==> src/rtl/cnn_cell_seq_if.sv <==
// Handshake and data bundle between the neighbourhood fetch logic, the
// sequential CNN cell, and the cell-output buffer.
interface cnn_cell_seq_if #(
  parameter int WIDTH   = 16,
  parameter int SHIFT_W = 4
);
  logic                      start;
  logic                      mode;
  logic        [SHIFT_W-1:0] step_shift;
  logic signed [WIDTH-1:0]   bias_i;
  logic                      clear_state;
  logic                      tap_valid;
  logic                      tap_ready;
  logic signed [WIDTH-1:0]   tap_a;
  logic signed [WIDTH-1:0]   tap_y;
  logic signed [WIDTH-1:0]   tap_b;
  logic signed [WIDTH-1:0]   tap_u;
  logic                      out_valid;
  logic                      out_ready;
  logic signed [WIDTH-1:0]   out_y;
  logic signed [WIDTH-1:0]   state_x;
  logic                      busy;

  modport master (
    output start, mode, step_shift, bias_i, clear_state,
    output tap_valid, tap_a, tap_y, tap_b, tap_u, out_ready,
    input  tap_ready, out_valid, out_y, state_x, busy
  );

  modport slave (
    input  start, mode, step_shift, bias_i, clear_state,
    input  tap_valid, tap_a, tap_y, tap_b, tap_u, out_ready,
    output tap_ready, out_valid, out_y, state_x, busy
  );
endinterface

==> src/rtl/cnn_cell_seq.sv <==
// Sequential CNN cell: streams TAPS (A,Y,B,U) tuples through one MAC pair,
// adds the bias, optionally Euler-integrates the state and saturates the output.
module cnn_cell_seq #(
  parameter int WIDTH   = 16,
  parameter int FRAC    = 8,
  parameter int TAPS    = 9,
  parameter int SHIFT_W = 4
) (
  input  logic            clk,
  input  logic            rst_n,
  cnn_cell_seq_if.slave   bus
);
  typedef enum logic [1:0] {IDLE, ACCUM, FINAL, OUT} state_t;

  // Accumulator is wide enough for 2*TAPS full-scale products; the extra two
  // bits of EW absorb the bias add and the (s - x) difference.
  localparam int AW = 2*WIDTH + $clog2(2*TAPS);
  localparam int EW = AW + 2;
  localparam int CW = $clog2(TAPS + 1);

  localparam logic signed [WIDTH-1:0] X_MAX   = {1'b0, {(WIDTH-1){1'b1}}};
  localparam logic signed [WIDTH-1:0] X_MIN   = {1'b1, {(WIDTH-1){1'b0}}};
  localparam logic signed [WIDTH-1:0] ONE     = WIDTH'(1 << FRAC);
  localparam logic signed [WIDTH-1:0] NEG_ONE = -ONE;
  localparam logic        [CW-1:0]    LAST    = CW'(TAPS - 1);

  state_t                    state;
  logic signed [AW-1:0]      acc;
  logic        [CW-1:0]      tap_cnt;
  logic                      mode_r;
  logic        [SHIFT_W-1:0] shift_r;
  logic signed [WIDTH-1:0]   bias_r;
  logic signed [WIDTH-1:0]   x;

  logic signed [2*WIDTH-1:0] prod_a;
  logic signed [2*WIDTH-1:0] prod_b;
  logic signed [AW-1:0]      tap_sum;
  logic signed [EW-1:0]      s_full;
  logic signed [EW-1:0]      x_ext;
  logic signed [EW-1:0]      pre_sat;
  logic signed [WIDTH-1:0]   x_new;
  logic signed [WIDTH-1:0]   y_new;

  assign prod_a  = (2*WIDTH)'(bus.tap_a) * (2*WIDTH)'(bus.tap_y);
  assign prod_b  = (2*WIDTH)'(bus.tap_b) * (2*WIDTH)'(bus.tap_u);
  assign tap_sum = AW'(prod_a) + AW'(prod_b);

  assign bus.state_x = x;

  // NOTE: every variable gets a value on every path through always_comb;
  // a missing else branch would silently infer a latch.
  always_comb begin
    x_ext   = EW'(x);
    s_full  = (EW'(acc) + (EW'(bias_r) <<< FRAC)) >>> FRAC;
    pre_sat = mode_r ? x_ext + ((s_full - x_ext) >>> shift_r) : s_full;

    if (pre_sat > EW'(X_MAX))      x_new = X_MAX;
    else if (pre_sat < EW'(X_MIN)) x_new = X_MIN;
    else                           x_new = pre_sat[WIDTH-1:0];

    if (x_new > ONE)               y_new = ONE;
    else if (x_new < NEG_ONE)      y_new = NEG_ONE;
    else                           y_new = x_new;
  end

  // NOTE: sequential state uses non-blocking assignments only, so every
  // register samples the pre-edge value of every other register.
  always_ff @(posedge clk) begin
    if (!rst_n) begin
      state         <= IDLE;
      acc           <= '0;
      tap_cnt       <= '0;
      mode_r        <= 1'b0;
      shift_r       <= '0;
      bias_r        <= '0;
      x             <= '0;
      bus.out_y     <= '0;
      bus.tap_ready <= 1'b0;
      bus.out_valid <= 1'b0;
      bus.busy      <= 1'b0;
    end else begin
      unique case (state)
        IDLE: begin
          // Clearing here lands before any run's FINAL, so a simultaneous
          // start integrates from x = 0.
          if (bus.clear_state) x <= '0;
          if (bus.start) begin
            mode_r        <= bus.mode;
            shift_r       <= bus.step_shift;
            bias_r        <= bus.bias_i;
            acc           <= '0;
            tap_cnt       <= '0;
            bus.tap_ready <= 1'b1;
            bus.busy      <= 1'b1;
            state         <= ACCUM;
          end
        end

        ACCUM: begin
          if (bus.tap_valid && bus.tap_ready) begin
            acc     <= acc + tap_sum;
            tap_cnt <= tap_cnt + 1'b1;
            if (tap_cnt == LAST) begin
              bus.tap_ready <= 1'b0;
              state         <= FINAL;
            end
          end
        end

        FINAL: begin
          x             <= x_new;
          bus.out_y     <= y_new;
          bus.out_valid <= 1'b1;
          state         <= OUT;
        end

        OUT: begin
          if (bus.out_ready) begin
            bus.out_valid <= 1'b0;
            bus.busy      <= 1'b0;
            state         <= IDLE;
          end
        end

        default: state <= IDLE;
      endcase
    end
  end
endmodule

==> src/flat_wrapper.sv <==
// flat-port wrapper written by rule: the top's interface ports become plain ports
module cnn_cell_seq_flat 
#(
  parameter int WIDTH   = 16,
  parameter int FRAC    = 8,
  parameter int TAPS    = 9,
  parameter int SHIFT_W = 4
)
  (clk, rst_n, bus_start, bus_mode, bus_step_shift, bus_bias_i, bus_clear_state, bus_tap_valid, bus_tap_a, bus_tap_y, bus_tap_b, bus_tap_u, bus_out_ready, bus_tap_ready, bus_out_valid, bus_out_y, bus_state_x, bus_busy);
  cnn_cell_seq_if #(.WIDTH(WIDTH), .SHIFT_W(SHIFT_W)) bus_i ();
  input  logic clk;
  input  logic rst_n;
  input wire logic [$bits(bus_i.start)-1:0] bus_start;
  input wire logic [$bits(bus_i.mode)-1:0] bus_mode;
  input wire logic [$bits(bus_i.step_shift)-1:0] bus_step_shift;
  input wire logic [$bits(bus_i.bias_i)-1:0] bus_bias_i;
  input wire logic [$bits(bus_i.clear_state)-1:0] bus_clear_state;
  input wire logic [$bits(bus_i.tap_valid)-1:0] bus_tap_valid;
  input wire logic [$bits(bus_i.tap_a)-1:0] bus_tap_a;
  input wire logic [$bits(bus_i.tap_y)-1:0] bus_tap_y;
  input wire logic [$bits(bus_i.tap_b)-1:0] bus_tap_b;
  input wire logic [$bits(bus_i.tap_u)-1:0] bus_tap_u;
  input wire logic [$bits(bus_i.out_ready)-1:0] bus_out_ready;
  output wire logic [$bits(bus_i.tap_ready)-1:0] bus_tap_ready;
  output wire logic [$bits(bus_i.out_valid)-1:0] bus_out_valid;
  output wire logic [$bits(bus_i.out_y)-1:0] bus_out_y;
  output wire logic [$bits(bus_i.state_x)-1:0] bus_state_x;
  output wire logic [$bits(bus_i.busy)-1:0] bus_busy;
  assign bus_i.start = bus_start;
  assign bus_i.mode = bus_mode;
  assign bus_i.step_shift = bus_step_shift;
  assign bus_i.bias_i = bus_bias_i;
  assign bus_i.clear_state = bus_clear_state;
  assign bus_i.tap_valid = bus_tap_valid;
  assign bus_i.tap_a = bus_tap_a;
  assign bus_i.tap_y = bus_tap_y;
  assign bus_i.tap_b = bus_tap_b;
  assign bus_i.tap_u = bus_tap_u;
  assign bus_i.out_ready = bus_out_ready;
  assign bus_tap_ready = bus_i.tap_ready;
  assign bus_out_valid = bus_i.out_valid;
  assign bus_out_y = bus_i.out_y;
  assign bus_state_x = bus_i.state_x;
  assign bus_busy = bus_i.busy;
  cnn_cell_seq #(.WIDTH(WIDTH), .FRAC(FRAC), .TAPS(TAPS), .SHIFT_W(SHIFT_W)) u_core (.clk(clk), .rst_n(rst_n), .bus(bus_i));
endmodule
==> config.mk <==
export PLATFORM = sky130hd
export DESIGN_NAME = cnn_cell_seq_flat
export DESIGN_NICKNAME = d
export VERILOG_FILES = /design/src/rtl/cnn_cell_seq_if.sv /design/src/rtl/cnn_cell_seq.sv /design/src/flat_wrapper.sv
export SDC_FILE = /design/constraint.sdc
export NUM_CORES = 2
export LEC_CHECK = 0
export ABC_CLOCK_PERIOD_IN_PS = 17500
export BUFFER_PORTS_ARGS = -buffer_cell sky130_fd_sc_hd__buf_2
export CORE_ASPECT_RATIO = 0.6
export CORE_MARGIN = 2
export CORE_UTILIZATION = 55
export CTS_CLUSTER_SIZE = 14
export DETAILED_ROUTE_END_ITERATION = 8
export GPL_TIMING_DRIVEN = 0
export PLACE_DENSITY = 0.72
export SLEW_MARGIN = 20
export SYNTH_ARGS = -nofsm -noshare
export SYNTH_HDL_FRONTEND = slang
export SYNTH_SLANG_ARGS = --single-unit
==> constraint.sdc <==
create_clock -name clk -period 17.5 [get_ports clk]
set_input_delay 0.875 -clock clk [delete_from_list [all_inputs] [get_ports clk]]
set_output_delay 0.875 -clock clk [all_outputs]
set_load 0.01 [all_outputs]
==> qor.yml <==
gp_routability_congestion: 1.03
finalNonFillerCells: 4698
finalSetupTns_ps: 0
preCtsSetupSlack_ps: 5290
outcome: "finished clean"
max-cap-violations: 0
syn_area_mm2: 0.0326
sequential_element_share_of_the_synthesized_area_pct: 6.07
clkLatencyLatePin_ps: 380
setup_viol: 0
root_buffer: "sky130_fd_sc_hd__clkbuf_16"
numCtsBuffers: 9
die-width_um: 318
multi_input_gate_area_in_the_final_layout_mm2: 0.0273
final_hold_violating_endpoints: 0
synth_top_area_cell: "sky130_fd_sc_hd__fa_1"
synth.top_cells.by_area: "sky130_fd_sc_hd__fa_1 42%, sky130_fd_sc_hd__ha_1 9.4%, sky130_fd_sc_hd__inv_1 8.8%, sky130_fd_sc_hd__nand2_1 6.4%, sky130_fd_sc_hd__dfxtp_1 6.1%"
die_height_um: 193
drive_above_1_share_pct: 5.13
worst_hold_path_type: "register to register"
drt_pre_antenna_iters: 7
drc_errors: 0
slowest_delay_ps: 1130
finalHoldWorstSlack_ps: 452
netlist_instances: 3776
post-route-period-util_pct: 70.8
ys_ff_latch: 99
grt.total_usage_pct: 33.6
synth.yosys.warnings: 0
fillers: 5387
crit_fanout: 6
number_of_flops_mapped_to_enable_cells_by_yosys: 0
cp.arrival_ps: 12700
place.detailed.hpwl_um: 88800
drt_first_iter_violations: 3001
category_of_the_worst_setup_path_launch_point: "register"
via_count: 27000
timing_max_transition_violations_final: 0
cts_max_level: 3
crit_path_frequent_cell: "sky130_fd_sc_hd__ha_1"
unrepaired_setup_endpoints_after_global_routing: "no"
syn_nets: 4793
critPathRequiredTime_ps: 17800
synth.lib_cells_used.distinct: 91
final.setup.worst_slack_ps: 5110
area_growth_syn_to_layout_pct: 5.97
design.core.area_mm2: 0.0589
pin_count_of_the_biggest_net_entering_global_routing: 22
avgSynthCellArea_um2: 8.64
postSynth.asyncResetShare_pct: 0
clk_transition_reported_paths_ps: 70
cts_tree: "yes"
grt_first_pass_wirelength_um: 155000
wl_final_um: 100000
placementRows: 69
clock_path_buffers: 2
cp-end-kind: "register"
synthDominantCellAreaShare_pct: 41.8
dominant_delay_contributor_by_cell_family_on_the_critical_path: "compound AO/OA/AOI/OAI gates"
antenna_found_initial: 3
portBuffers: 124
drt-vias-per-instance: 5.76
path_class: "register to register"
synth_flop_cell: "sky130_fd_sc_hd__dfxtp_1"
register_area_mm2: 0.00198
finClkSkew_ps: 13.7
grt_overflow_total: 0
final_net_count: 4928
layout_min_cycle_time_ps: 12390
floorplan.initialDensity_pct: 55.4
drt-wirelength-per-cell_um: 21.3
max-slew-margin-rel_pct: 10.3
holdBufCountCts: 0
slew_worst_pin_ps: 1340
postCtsSetupRepairBufs: 0
clock.fmax_mhz: 80.7
critical_path_s_slowest_cell: "sky130_fd_sc_hd__a211oi_1"
cp.buffers_inverters: 1
cts_repair_resize_count: 0
design.die.area_mm2: 0.0614
grt_pass1_vias: 25800
placed_cells: 4681
top_level_ports: 126
cts.sink_count: 99
detail-route-antenna-nets: 0
state kept, by name, summed over array words and instances, names as in the netlist:
signal                count
u_core.mode_r             1
u_core.shift_r            4
u_core.bus.out_valid      1
u_core.bus.out_y         16
u_core.bus.state_x       16
u_core.acc               37
u_core.bus.tap_ready      1
u_core.bias_r            16
u_core.bus.busy           1
u_core.state              2
u_core.tap_cnt            4
metrics by stage:
step	util, %	instance area (µm²)
final	58.7	34600
after floorplan	-	32600
after detailed placement	58.1	34200
after CTS	58.7	34500
after global routing	58.7	34600
after global placement	58.1	34200
worst paths after layout:
path / cells after the start / startpoint / slack (ps) / endpoint
max: 38 / u_core.bias_r[0] / 5110 / u_core.bus.out_y[4]
min: 2 / u_core.bus.out_y[0] / 450 / u_core.bus.out_y[0]
max reg2reg: 38 / u_core.bias_r[0] / 5110 / u_core.bus.out_y[4]
min reg2reg: 2 / u_core.bus.out_y[0] / 450 / u_core.bus.out_y[0]
synth_stat cells, drive strengths merged (54+ instances only):
library cell  instances
xnor2                72
nor2                148
nand2b               54
o21ai               103
nand2               556
clkbuf              125
inv                 766
dfxtp                99
and2                141
fa                  681
a21oi               194
ha                  245
metal layers:
metal / GRT usage, % / vias up / share of wire, %
li1: - / 12200 / -
met1: 53.5 / 13400 / 46
met2: 42.3 / 1393 / 37
met3: 14.0 / 83 / 15
met4: 3.19 / 8 / 0.86
met5: 4.92 / - / 0.42
worst reg2reg max path, delay by kind of cell (launching register included):
family / cells / cell delay [ps]
compound gates: 18 / 5990
simple gates: 10 / 2860
fa+ha+maj: 5 / 1760
mux: 2 / 630
xor+xnor: 2 / 620
flops: 1 / 400
buf+inv: 1 / 60
layout make-up:
| class | instances | area share, % |
|---|---|---|
| clock buffers | 11 | 0.702 |
| diodes | 2 | 0.0145 |
| well taps | 781 | 2.83 |
| clock inverters | 4 | 0.170 |
| inverters | 770 | 8.36 |
| flip-flops and latches | 99 | 5.73 |
| multi-input cells | 2774 | 79.0 |
| plain buffers | 133 | 1.45 |
| repair buffers | 124 | 1.79 |
cell usage in the layout, fill, tap and decap left out, types with 13 or more instances in the layout:
| cell | n |
|---|---|
| sky130_fd_sc_hd__and3_1 | 14 |
| sky130_fd_sc_hd__a22oi_1 | 19 |
| sky130_fd_sc_hd__nand4_1 | 25 |
| sky130_fd_sc_hd__a21o_1 | 50 |
| sky130_fd_sc_hd__nand2b_1 | 54 |
| sky130_fd_sc_hd__ha_1 | 245 |
| sky130_fd_sc_hd__o31ai_1 | 13 |
| sky130_fd_sc_hd__clkbuf_1 | 126 |
| sky130_fd_sc_hd__o211ai_1 | 17 |
| sky130_fd_sc_hd__a31oi_1 | 23 |
| sky130_fd_sc_hd__nand2_1 | 555 |
| sky130_fd_sc_hd__fa_1 | 681 |
| sky130_fd_sc_hd__a211oi_1 | 31 |
| sky130_fd_sc_hd__a21oi_1 | 193 |
| sky130_fd_sc_hd__o21ai_0 | 97 |
| sky130_fd_sc_hd__nand3_1 | 40 |
| sky130_fd_sc_hd__mux2i_1 | 44 |
| sky130_fd_sc_hd__or3_1 | 13 |
| sky130_fd_sc_hd__o21a_1 | 21 |
| sky130_fd_sc_hd__xnor2_1 | 72 |
| sky130_fd_sc_hd__inv_1 | 763 |
| sky130_fd_sc_hd__nor2b_1 | 14 |
| sky130_fd_sc_hd__mux2_2 | 16 |
| sky130_fd_sc_hd__nor2_1 | 148 |
| sky130_fd_sc_hd__dfxtp_1 | 99 |
| sky130_fd_sc_hd__and2_1 | 141 |
| sky130_fd_sc_hd__xor2_1 | 36 |
| sky130_fd_sc_hd__nor3_1 | 40 |
| sky130_fd_sc_hd__buf_2 | 125 |
logic make-up (layout without fill, tap and decap cells):
family	after synthesis	count (layout)	synth area share (%)
fa+ha+maj	926	926	51.2
mux	66	66	2.32
simple gates	1090	1090	15.5
flops	99	99	6.07
xor+xnor	108	108	2.90
compound gates	584	584	11.6
other cells	0	2	0
buf+inv	903	1042	10.4
Power is left out: the tool's default activity adds up to more than one toggle a clock period on the data nets, which glitch-free logic cannot reach.
